==> config.mk <==
export PLATFORM = sky130hd
export DESIGN_NAME = noise_addr_gen
export DESIGN_NICKNAME = d
export VERILOG_FILES = /design/src/rtl/noise_addr_gen.sv
export SDC_FILE = /design/constraint.sdc
export NUM_CORES = 1
export LEC_CHECK = 0
export ABC_CLOCK_PERIOD_IN_PS = 6920
export BUFFER_PORTS_ARGS = -buffer_cell sky130_fd_sc_hd__buf_2
export CAP_MARGIN = 20
export CORE_ASPECT_RATIO = 1.75
export CORE_MARGIN = 1
export CORE_UTILIZATION = 35
export CTS_CLUSTER_DIAMETER = 30
export CTS_CLUSTER_SIZE = 40
export DETAILED_ROUTE_END_ITERATION = 12
export GPL_TIMING_DRIVEN = 0
export SYNTH_ARGS = -nofsm -noshare
export SYNTH_HDL_FRONTEND = slang
export SYNTH_SLANG_ARGS = --single-unit
==> constraint.sdc <==
create_clock -name i_clk -period 6.92 [get_ports i_clk]
set_input_delay 0.692 -clock i_clk [delete_from_list [all_inputs] [get_ports i_clk]]
set_output_delay 0.692 -clock i_clk [all_outputs]
set_load 0.05 [all_outputs]
==> src/rtl/noise_addr_gen.sv <==
// Address sequencer for the 4096-entry noise LUT: steps a start address by a
// fixed increment at a divided sample rate, either looping or for a fixed count.
module noise_addr_gen #(
    parameter int ADDR_W = 12,
    parameter int DIV_W  = 16
) (
    input  logic              i_clk,
    input  logic              i_rst,
    input  logic              i_start,
    input  logic              i_stop,
    input  logic              i_oneshot,
    input  logic [ADDR_W-1:0] i_start_addr,
    input  logic [ADDR_W-1:0] i_step,
    input  logic [ADDR_W-1:0] i_len,
    input  logic [DIV_W-1:0]  i_rate_div,
    output logic [ADDR_W-1:0] o_addr,
    output logic              o_addr_vld,
    output logic              o_busy,
    output logic              o_done
);

    typedef enum logic [1:0] {
        S_IDLE = 2'd0,
        S_RUN  = 2'd1,
        S_DONE = 2'd2
    } state_t;

    state_t            state, state_nxt;
    logic [ADDR_W-1:0] addr_nxt;
    logic [ADDR_W-1:0] step_q, step_nxt;
    logic [ADDR_W-1:0] len_q, len_nxt;
    logic [DIV_W-1:0]  rate_q, rate_nxt;
    logic [DIV_W-1:0]  div_cnt, div_nxt;
    logic [ADDR_W:0]   samp_cnt, samp_nxt;
    logic [ADDR_W:0]   samp_total;
    logic              oneshot_q, oneshot_nxt;
    logic              vld_nxt, busy_nxt, done_nxt;
    logic              tick;

    // Modulo-2^ADDR_W address advance; the carry out is intentionally dropped.
    function automatic logic [ADDR_W-1:0] wrap_add(input logic [ADDR_W-1:0] a,
                                                   input logic [ADDR_W-1:0] b);
        return a + b;
    endfunction

    assign tick       = (div_cnt == rate_q);
    assign samp_total = {1'b0, len_q} + {{ADDR_W{1'b0}}, 1'b1};

    always_comb begin
        state_nxt   = state;
        addr_nxt    = o_addr;
        step_nxt    = step_q;
        len_nxt     = len_q;
        rate_nxt    = rate_q;
        oneshot_nxt = oneshot_q;
        div_nxt     = div_cnt;
        samp_nxt    = samp_cnt;
        vld_nxt     = 1'b0;
        done_nxt    = 1'b0;

        case (state)
            S_IDLE: begin
                if (i_start && !i_stop) begin
                    state_nxt   = S_RUN;
                    oneshot_nxt = i_oneshot;
                    step_nxt    = i_step;
                    len_nxt     = i_len;
                    rate_nxt    = i_rate_div;
                    addr_nxt    = i_start_addr;
                    vld_nxt     = 1'b1;
                    div_nxt     = '0;
                    samp_nxt    = {{ADDR_W{1'b0}}, 1'b1};
                end
            end
            S_RUN: begin
                if (i_stop) begin
                    state_nxt = S_IDLE;
                end else if (tick) begin
                    div_nxt = '0;
                    if (!oneshot_q || (samp_cnt != samp_total)) begin
                        addr_nxt = wrap_add(o_addr, step_q);
                        vld_nxt  = 1'b1;
                        samp_nxt = samp_cnt + 1'b1;
                    end else begin
                        state_nxt = S_DONE;
                        done_nxt  = 1'b1;
                    end
                end else begin
                    div_nxt = div_cnt + 1'b1;
                end
            end
            S_DONE: begin
                state_nxt = S_IDLE;
            end
            default: begin
                state_nxt = S_IDLE;
            end
        endcase

        busy_nxt = (state_nxt != S_IDLE);
    end

    always_ff @(posedge i_clk) begin
        if (i_rst) begin
            state      <= S_IDLE;
            o_addr     <= '0;
            o_addr_vld <= 1'b0;
            o_busy     <= 1'b0;
            o_done     <= 1'b0;
            step_q     <= '0;
            len_q      <= '0;
            rate_q     <= '0;
            oneshot_q  <= 1'b0;
            div_cnt    <= '0;
            samp_cnt   <= '0;
        end else begin
            state      <= state_nxt;
            o_addr     <= addr_nxt;
            o_addr_vld <= vld_nxt;
            o_busy     <= busy_nxt;
            o_done     <= done_nxt;
            step_q     <= step_nxt;
            len_q      <= len_nxt;
            rate_q     <= rate_nxt;
            oneshot_q  <= oneshot_nxt;
            div_cnt    <= div_nxt;
            samp_cnt   <= samp_nxt;
        end
    end

endmodule

### Word-level counts from Yosys, hierarchy flattened

Cells that the tools add are included.

| operators by class | value |
|---|---|
| $lt $le $gt $ge | 0 |
| eq/ne operators | 7 |
| divide/modulo/power cells | 0 |
| bitwise operators | 2 |
| reductions and logical operators | 11 |
| $mul | 0 |
| shift-type cells | 0 |
| mux-type cells | 25 |
| add/sub/neg operators | 4 |

Operators by type and width:

| cell | number |
|---|---|
| 2-to-1 mux 13 bit | 4 |
| 2-to-1 mux 12 bit | 4 |
| 2-to-1 mux 16 bit | 3 |
| case mux 16 bit (2 select lines) | 1 |
| case mux 13 bit (2 select lines) | 1 |
| case mux 12 bit (2 select lines) | 1 |
| adder 16 x 1 -> 16 bit (second input constant) | 1 |
| equality test 16 bit | 1 |
| adder 12 x 1 -> 13 bit (second input constant) | 1 |
| adder 13 x 1 -> 13 bit (second input constant) | 1 |
| inequality test 13 bit | 1 |
| adder 12 bit | 1 |
| 2-to-1 mux 2 bit | 4 |
| inequality test 2 bit (second input constant) | 4 |
| 2-to-1 mux 1 bit | 5 |
| AND reduction 5 bit | 1 |
| case mux 2 bit (2 select lines) | 1 |
| nonzero test 2 bit | 2 |
| OR reduction 4 bit | 1 |
| AND reduction 3 bit | 1 |
| equality test 2 x 1 -> 1 bit (second input constant) | 1 |
| logical NOT 1 bit | 2 |
| logical NOT 2 bit | 1 |
| NOT 1 bit | 2 |
| other kinds (4) | 4 |

| word-level totals | value |
|---|---|
| memories kept | 0 |
| flip-flop bits (word level) | 87 |
| output and inout port bits | 15 |
| bits in latches | 0 |
| bits in writable memories | 0 |
| input port bits | 57 |
| memory bits (read-only) | 0 |

### Logic depth before layout (Yosys ltp)

Gate-level depths: netlist (run 1).

| logic depth | value |
|---|---|
| word-level depth | 8 |
| gate-level depth with buffers | 11 |
| mapped depth without buffers | 11 |

### Worst setup path after synthesis (run 1)

No wires, ideal clock.

| timing | value |
|---|---|
| kind | reg2reg |
| start | reg o_addr[1] |
| end | reg o_addr[11] |
| cell stages (with the launch flop) | 10 |
| arrival | 2.610 ns |
| required time | 6.844 ns |
| path slack | 4.234 ns |
| library setup time | 0.076 ns |
| period minus slack after synthesis | 2.686 ns |
| cells stage by stage | dfxtp_1 ha_1 a211o_1 a2111oi_0 o21ai_0 a41oi_1 xor2_1 o31ai_1 nand2_1 o22ai_1 |

| between the ends | value |
|---|---|
| word-level cells in the longest chain between the ends | 5 |

Ends and longest elaborated chain:

| item | line | RTL |
|---|---|---|
| start, declared | 16 | `output logic [ADDR_W-1:0] o_addr,` |
| start signal, assigned | 118 | `o_addr <= addr_nxt;` |
| adder 12 bit | 43 | `return a + b;` |
| 2-to-1 mux 12 bit | 80 | `if (!oneshot_q \|\| (samp_cnt != samp_total)) begin` |
| 2-to-1 mux 12 bit | 78 | `end else if (tick) begin` |
| 2-to-1 mux 12 bit | 76 | `if (i_stop) begin` |
| case mux 12 bit (2 select lines) | 61 | `case (state)` |

Every way passes these cells. The select of a mux whose other input is x is not followed.
A chain may end at the register's enable or synchronous reset.

### Final worst setup path (run 1)

| timing | value |
|---|---|
| start | reg len_q[0] |
| end | reg o_addr[3] |

| between the ends | value |
|---|---|
| word-level cells in the longest chain between the ends | 5 |

Ends and longest elaborated chain:

| item | line | RTL |
|---|---|---|
| start, declared | 31 | `logic [ADDR_W-1:0] len_q, len_nxt;` |
| start signal, assigned | 123 | `len_q <= len_nxt;` |
| adder 12 x 1 -> 13 bit | 47 | `assign samp_total = {1'b0, len_q} + {{ADDR_W{1'b0}}, 1'b1};` |
| inequality test 13 bit | 80 |  |
| logical OR 1 bit | 80 |  |
| inequality test 2 bit (no source line) | -- |  |
| AND reduction 5 bit (no source line) | -- |  |

Every way passes these cells.

==> results of run 1 <==
## kinds of logic (layout without fill, tap and decap cells)
| kind of cell | after synthesis | in the layout | share of synthesized area, % |
|---|---|---|---|
| AO/OA/AOI/OAI | 118 | 118 | 18.1 |
| XOR/XNOR | 50 | 50 | 9.48 |
| adder cells (fa/ha/maj) | 15 | 15 | 4.22 |
| buffers and inverters | 35 | 122 | 3.47 |
| flip-flops | 87 | 87 | 37.7 |
| multiplexers | 5 | 5 | 1.08 |
| AND/OR/NAND/NOR | 262 | 262 | 25.9 |
## synthesized netlist by cell type, types with 8 or more instances
| master | n |
|---|---|
| nand2_1 | 128 |
| dfxtp_1 | 87 |
| nor2_1 | 57 |
| a21oi_1 | 55 |
| xnor2_1 | 32 |
| clkbuf_1 | 22 |
| xor2_1 | 18 |
| ha_1 | 14 |
| and3_1 | 12 |
| o21ai_0 | 12 |
| nand3_1 | 10 |
| nand2b_1 | 9 |
| nor3_1 | 9 |
| a311oi_2 | 8 |
| nand4_1 | 8 |
## power breakdown
part	switching (mW)	internal (mW)	total [mW]
registers	0.0168	0.519	0.536
clock network	0.206	0.317	0.523
logic	0.104	0.0605	0.164
total	0.326	0.897	1.22
## flip-flops by register name, indices dropped and copies added (netlist names)
name	cells
div_cnt	16
len_q	12
o_addr	12
o_addr_vld	1
o_busy	1
o_done	1
oneshot_q	1
rate_q	16
samp_cnt	13
state	2
step_q	12
## layer usage
metal	vias up	track usage, %	share of wire, %	wire length (um)
met2	94	36.3	56	7060
met4	0	10.9	4.2	526
met3	28	2.52	3.0	379
met5	-	0	0	0
li1	2139	-	-	-
met1	1936	19.5	37	4670
## cell type report
class | instances | share of cell area [%]
Inverter | 6 | 0.409
Timing Repair Buffer | 71 | 6.45
Multi-Input combinational cell | 450 | 49.3
Clock inverter | 7 | 1.73
Buffer | 29 | 2.50
Sequential cell | 87 | 31.6
Tap cell | 171 | 3.88
Clock buffer | 9 | 4.09
## path summary, 6_finish.rpt
check | startpoint | end | slack [ns] | cells past startpoint
worst max-delay path | len_q[0] | o_addr[3] | 3.97 | 10
worst min-delay path | step_q[8] | step_q[8] | 0.46 | 2
worst max register to register | len_q[0] | o_addr[3] | 3.97 | 10
worst min register to register | step_q[8] | step_q[8] | 0.46 | 2
## stage by stage
stage	utilization [%]	worst slack [ns]	instance area, um^2	instances
after floorplan	-	4.23	4620	572
after global placement	40.3	4.16	5190	814
after detailed placement	40.3	4.03	5190	814
after CTS	42.8	4.01	5510	830
after global routing	42.8	3.80	5510	830
final	42.8	3.97	5510	830
## cell usage in the layout (no fill, tap or decap), types with 3 or more instances in the layout
cell	instances
xor2_1	18
a211oi_1	5
mux2i_1	5
and3_1	12
nand4_1	8
a31oi_1	4
o21a_1	7
ha_1	14
nor3_1	9
clkbuf_16	9
nor3b_1	3
a21oi_1	55
buf_6	3
nand2b_1	9
dfxtp_1	87
o21ai_0	12
clkbuf_1	22
a311oi_2	8
a31o_1	3
a211o_1	3
nor4_1	7
nand2_1	128
or3_1	6
buf_2	73
inv_1	6
xnor2_1	32
nor2_1	57
nand3_1	10
## critical path, delay by kind of cell, from the launching register on
kind	cells	cell delay, ns
AO/OA/AOI/OAI	4	1.14
XOR/XNOR	1	0.24
adder cells (fa/ha/maj)	1	0.30
buffers and inverters	2	0.33
flip-flops	1	0.42
AND/OR/NAND/NOR	2	0.42
==> results.yml, run 1 <==
detailed_routing:
  drt-initial-drc-count: 196
  via_count: 4197
  drt-total-wl_um: 12600
  wl_per_cell_um: 15.2
  antenna_left: 0
  drcViolationCount: 0
  first_pass_iters: 5
  vias_per_cell: 5.06
cts:
  clk_pin_slew_ns: 0.07
  clock_sinks: 87
  cts_buffers: 9
  clk_path_buf_depth: 2
  cts_root_buf: "clkbuf_16"
  cts_tree: "yes"
  clk_latency_ns: 0.34
  cts_hold_buf: 0
  ctsResizeCount: 0
  cts_setup_buffers: 0
  h-tree-depth: 3
run_status:
  status: "finished, final reports clean"
setup_path:
  cpPeakStageDelay_ns: 0.60
  critPathArrivalTime_ns: 3.20
  critPathRequiredTime_ns: 7.17
  cpMaxStageDelayCell: "a2111oi_4"
  cp_max_fo: 10
  worstSetupPathType: "register to register"
  crit_top_cell: "buf_6"
  crit_path_cell_trace: "ha_1 > nand2_1 > xnor2_1 > and3_1 > o2111ai_1 > a2111oi_4 > a21oi_4 > buf_6 > buf_6 > a311oi_2"
  end_kind: "register"
  startpoint_type: "register"
timing:
  fin_tns_setup_ns: 0
  timing.hold.ws_ns: 0.460
  fmax_mhz: 339
  slew_viol_final: 0
  skew_ns: 0.00908
  tightestPinTransition_ns: 0.947
  max_slew_margin_pct: 36.7
  period_minus_slack_ns: 2.95
  finalCritPeriodShare_pct: 42.7
  hold_viol: 0
  setup_violations: 0
  rsz0062_at_grt: "false"
pwr:
  max-vdd-ir-drop_mv: 0.126
  leakagePower_nw: 2.18
  power.density_nw_per_um2: 222
  total_power_mw: 1.22
global_route:
  grt_max_degree: 16
  grt_pass1_wl_um: 19900
  grt_antenna_before_repair: 0
  overflow: 0
  grt_usage_pct: 19.3
  grt_pass1_vias: 4129
yosys:
  synth_top_area_share_pct: 37.7
  synth.distinct_cells: 58
  synth_seq_cells: 87
  synth_nets: 644
  synth_area_per_cell_um2: 8.08
  synth-edff-count: 0
  synth_area_leaders: "dfxtp_1, nand2_1, xnor2_1"
  synth_async_sr_flop_share_pct: 0
  netlist_area_um2: 4620
  yosysWarnings: 0
  synthCells: 572
  yosys.area.top_type: "dfxtp_1"
  yosysSeqAreaShare_pct: 37.7
  ys.flop_type: "dfxtp_1"
cells_and_area:
  antennaDiodeCount: 0
  drive_above_1_share_pct: 16.8
  syn_to_final_growth_pct: 19.3
  nNetsFinal: 726
  regArea_um2: 1740
  multi_input_area_um2: 2720
  nFillCells: 1314
floorplanning:
  ios: 72
  start_util_pct: 35.9
  rows: 55
  coreArea_um2: 12900
  die_w_um: 88.9
  dieArea_um2: 13700
  die-height_um: 154
hold_path:
  hp-class: "register to register"
place:
  gp_congestion: 0.845
  dpl.hpwl_um: 9680
  io_buffers: 71
job:
  max_cap_viol_count: 0
Power figures use the tool's default switching activity.
==> run 2, diff against run 1 <==
--- a/config.mk
+++ b/config.mk
@@ -5,7 +5,8 @@
 export SDC_FILE = /design/constraint.sdc
 export NUM_CORES = 1
 export LEC_CHECK = 0
-export ABC_CLOCK_PERIOD_IN_PS = 6920
+export ABC_AREA = 1
+export ABC_CLOCK_PERIOD_IN_PS = 2600
 export BUFFER_PORTS_ARGS = -buffer_cell sky130_fd_sc_hd__buf_2
 export CAP_MARGIN = 20
 export CORE_ASPECT_RATIO = 1.75
==> constraint.sdc (replaced) <==
create_clock -name i_clk -period 2.6 [get_ports i_clk]
set_input_delay 0.26 -clock i_clk [delete_from_list [all_inputs] [get_ports i_clk]]
set_output_delay 0.26 -clock i_clk [all_outputs]
set_load 0.05 [all_outputs]
==> results.yml, run 2 <==
global_route:
  met2_usage_pct: 35.0
  overflow: 0
  grt_max_degree: 17
  use_met3_pct: 3.48
  grt_usage_pct: 18.5
  groute.layer.met1.usage_pct: 20.0
  grt_busiest_layer: "met2"
  grt_pass1_wl_um: 21400
  grt_antenna_before_repair: 0
  grt_pass1_vias: 4554
setup_path:
  startpoint_type: "register"
  cpMaxStageDelayCell: "clkbuf_1"
  end_kind: "register"
  cpPeakStageDelay_ns: 0.38
  cp_max_fo: 10
  crit_top_cell: "nand2_1"
  critPathArrivalTime_ns: 2.54
  crit_path_cell_trace: "inv_1 > or2_2 > nand4_1 > nor3_1 > nand2_1 > nand2_1 > nand2_1 > inv_2 > clkbuf_1 > nand3_1 > a21oi_2"
  crit_family: "simple AND/OR/NAND/NOR gates"
  worstSetupPathType: "register to register"
  critPathBufInv: 3
  critPathRequiredTime_ns: 2.88
yosys:
  synthAdderAreaFrac_pct: 3.91
  synth_top_family_by_area: "simple AND/OR/NAND/NOR gates"
  synth_compound_area_share_pct: 12.6
  yosysSeqAreaShare_pct: 34.9
  synthMuxAreaShare_pct: 0
  synth-simple-area-share_pct: 33.9
  synth_top_area_share_pct: 34.9
  synth_area_leaders: "dfxtp_1, nand2_1, nor2_1"
  synth_xor_area_share_pct: 7.02
  synth-edff-count: 0
  synth_seq_cells: 87
  synth_nets: 810
  synth_async_sr_flop_share_pct: 0
  synth.distinct_cells: 35
  synth_area_per_cell_um2: 6.76
  yosys.area.top_type: "dfxtp_1"
  ys.flop_type: "dfxtp_1"
  yosysWarnings: 0
  synthCells: 738
  netlist_area_um2: 4990
  yosysMostFrequentCell: "nand2_1"
  yosys-top-cells-count: "nand2_1, nor2_1, dfxtp_1"
floorplanning:
  start_util_pct: 35.9
  die-height_um: 160
  rows: 57
  ios: 72
  coreArea_um2: 13900
  die_w_um: 92.3
  dieArea_um2: 14800
cts:
  clock_sinks: 87
  clk_latency_ns: 0.35
  cts_tree: "yes"
  cts_root_buf: "clkbuf_16"
  h-tree-depth: 3
  clk_pin_slew_ns: 0.07
  cts_buffers: 9
  clk_path_buf_depth: 2
timing:
  period_minus_slack_ns: 2.26
  skew_ns: 0.0117
  tightestPinTransition_ns: 0.767
  fin_tns_setup_ns: 0
  hold_viol: 0
  fmax_mhz: 442
  finalCritPeriodShare_pct: 87.1
  max_slew_margin_pct: 48.9
  setup_violations: 0
  slew_viol_final: 0
  rsz0062_at_grt: "false"
cells_and_area:
  mostFrequentLayoutCell: "nand2_1"
  syn_to_final_growth_pct: 17.8
  largestRegisters: "div_cnt (16), rate_q (16), samp_cnt (13)"
  fin_cells: 1001
  nNetsFinal: 891
  antennaDiodeCount: 0
  design_area_um2: 5880
  final_cell_mix: "nand2_1, nor2_1, dfxtp_1"
  drive_above_1_share_pct: 16.0
detailed_routing:
  vias_per_cell: 4.72
  drcViolationCount: 0
  wl_per_cell_um: 12.8
  antenna_left: 0
  drt-initial-drc-count: 169
  first_pass_iters: 4
  via_count: 4723
  drt-total-wl_um: 12800
place:
  dp_cells: 985
  io_buffers: 70
  place_area_um2: 5560
  dpl.hpwl_um: 10100
  gp_congestion: 0.830
pwr:
  leakagePower_nw: 2.44
  power.density_nw_per_um2: 559
  max-vdd-ir-drop_mv: 0.314
job:
  max_cap_viol_count: 0
hold_path:
  hp-class: "input pin to register"
run_status:
  status: "finished, final reports clean"
[run 2: worst reg2reg max path: stages, from the launching register on]
cell,delay (ns)
dfxtp_1,0.33
inv_1,0.10
or2_2,0.11
nand4_1,0.14
nor3_1,0.29
nand2_1,0.18
nand2_1,0.12
nand2_1,0.09
inv_2,0.14
clkbuf_1,0.38
nand3_1,0.17
a21oi_2,0.15
[run 2: timing repair]
action | CTS | global route
resized for setup | 0 | 2
buffers inserted | 0 | 0
setup endpoints to repair | 0 | 4
endpoints found under the hold margin | 0 | 0
hold buffers | 0 | 0
[run 2: area by class of cell]
class                           instances  area, um^2
Timing Repair Buffer                   70         350
Clock buffer                           10         239
Inverter                               66         248
Tap cell                              177         221
Clock inverter                          6        73.8
Multi-Input combinational cell        554        2860
Buffer                                 31         140
Fill cell                            1527        8030
Sequential cell                        87        1740
[run 2: cells by family after synthesis]
family	Yosys count
simple gates	386
buf+inv	97
compound gates	113
flops	87
xor+xnor	40
fa+ha+maj	15
[run 2: worst paths after layout]
check	from	endpoint	slack (ns)	cells after the start
worst min register to register	rate_q[13]	rate_q[13]	0.48	2
worst max-delay path	div_cnt[12]	samp_cnt[4]	0.34	11
worst max register to register	div_cnt[12]	samp_cnt[4]	0.34	11
worst min-delay path	i_rate_div[9]	rate_q[9]	0.15	3
[run 2: where the power goes]
| part | internal [mW] | leakage [nW] | switching, mW |
|---|---|---|---|
| combinational | 0.169 | 1.58 | 0.297 |
| sequential | 1.39 | 0.711 | 0.0523 |
| clock | 0.785 | 0.148 | 0.588 |
[run 2: routing by layer]
layer  routed length, um  vias to the layer above
met4                 243                        0
li1                    -                     2535
met5                   0                        -
met3                 473                       19
met1                5250                     2088
met2                6830                       81
[run 2: per-stage QoR]
stage | setup slack, ns | hold slack [ns] | total power [mW] | utilization (%)
2_1_floorplan | 0.436 | 0.427 | 1.80 | -
3_3_place_gp | 0.239 | 0.458 | 1.94 | 40.0
3_5_place_dp | 0.245 | 0.466 | 1.95 | 40.0
4_1_cts | 0.231 | 0.150 | 3.32 | 42.2
5_1_grt | 0.0536 | 0.159 | 3.45 | 42.2
6_report | 0.335 | 0.151 | 3.28 | 42.2
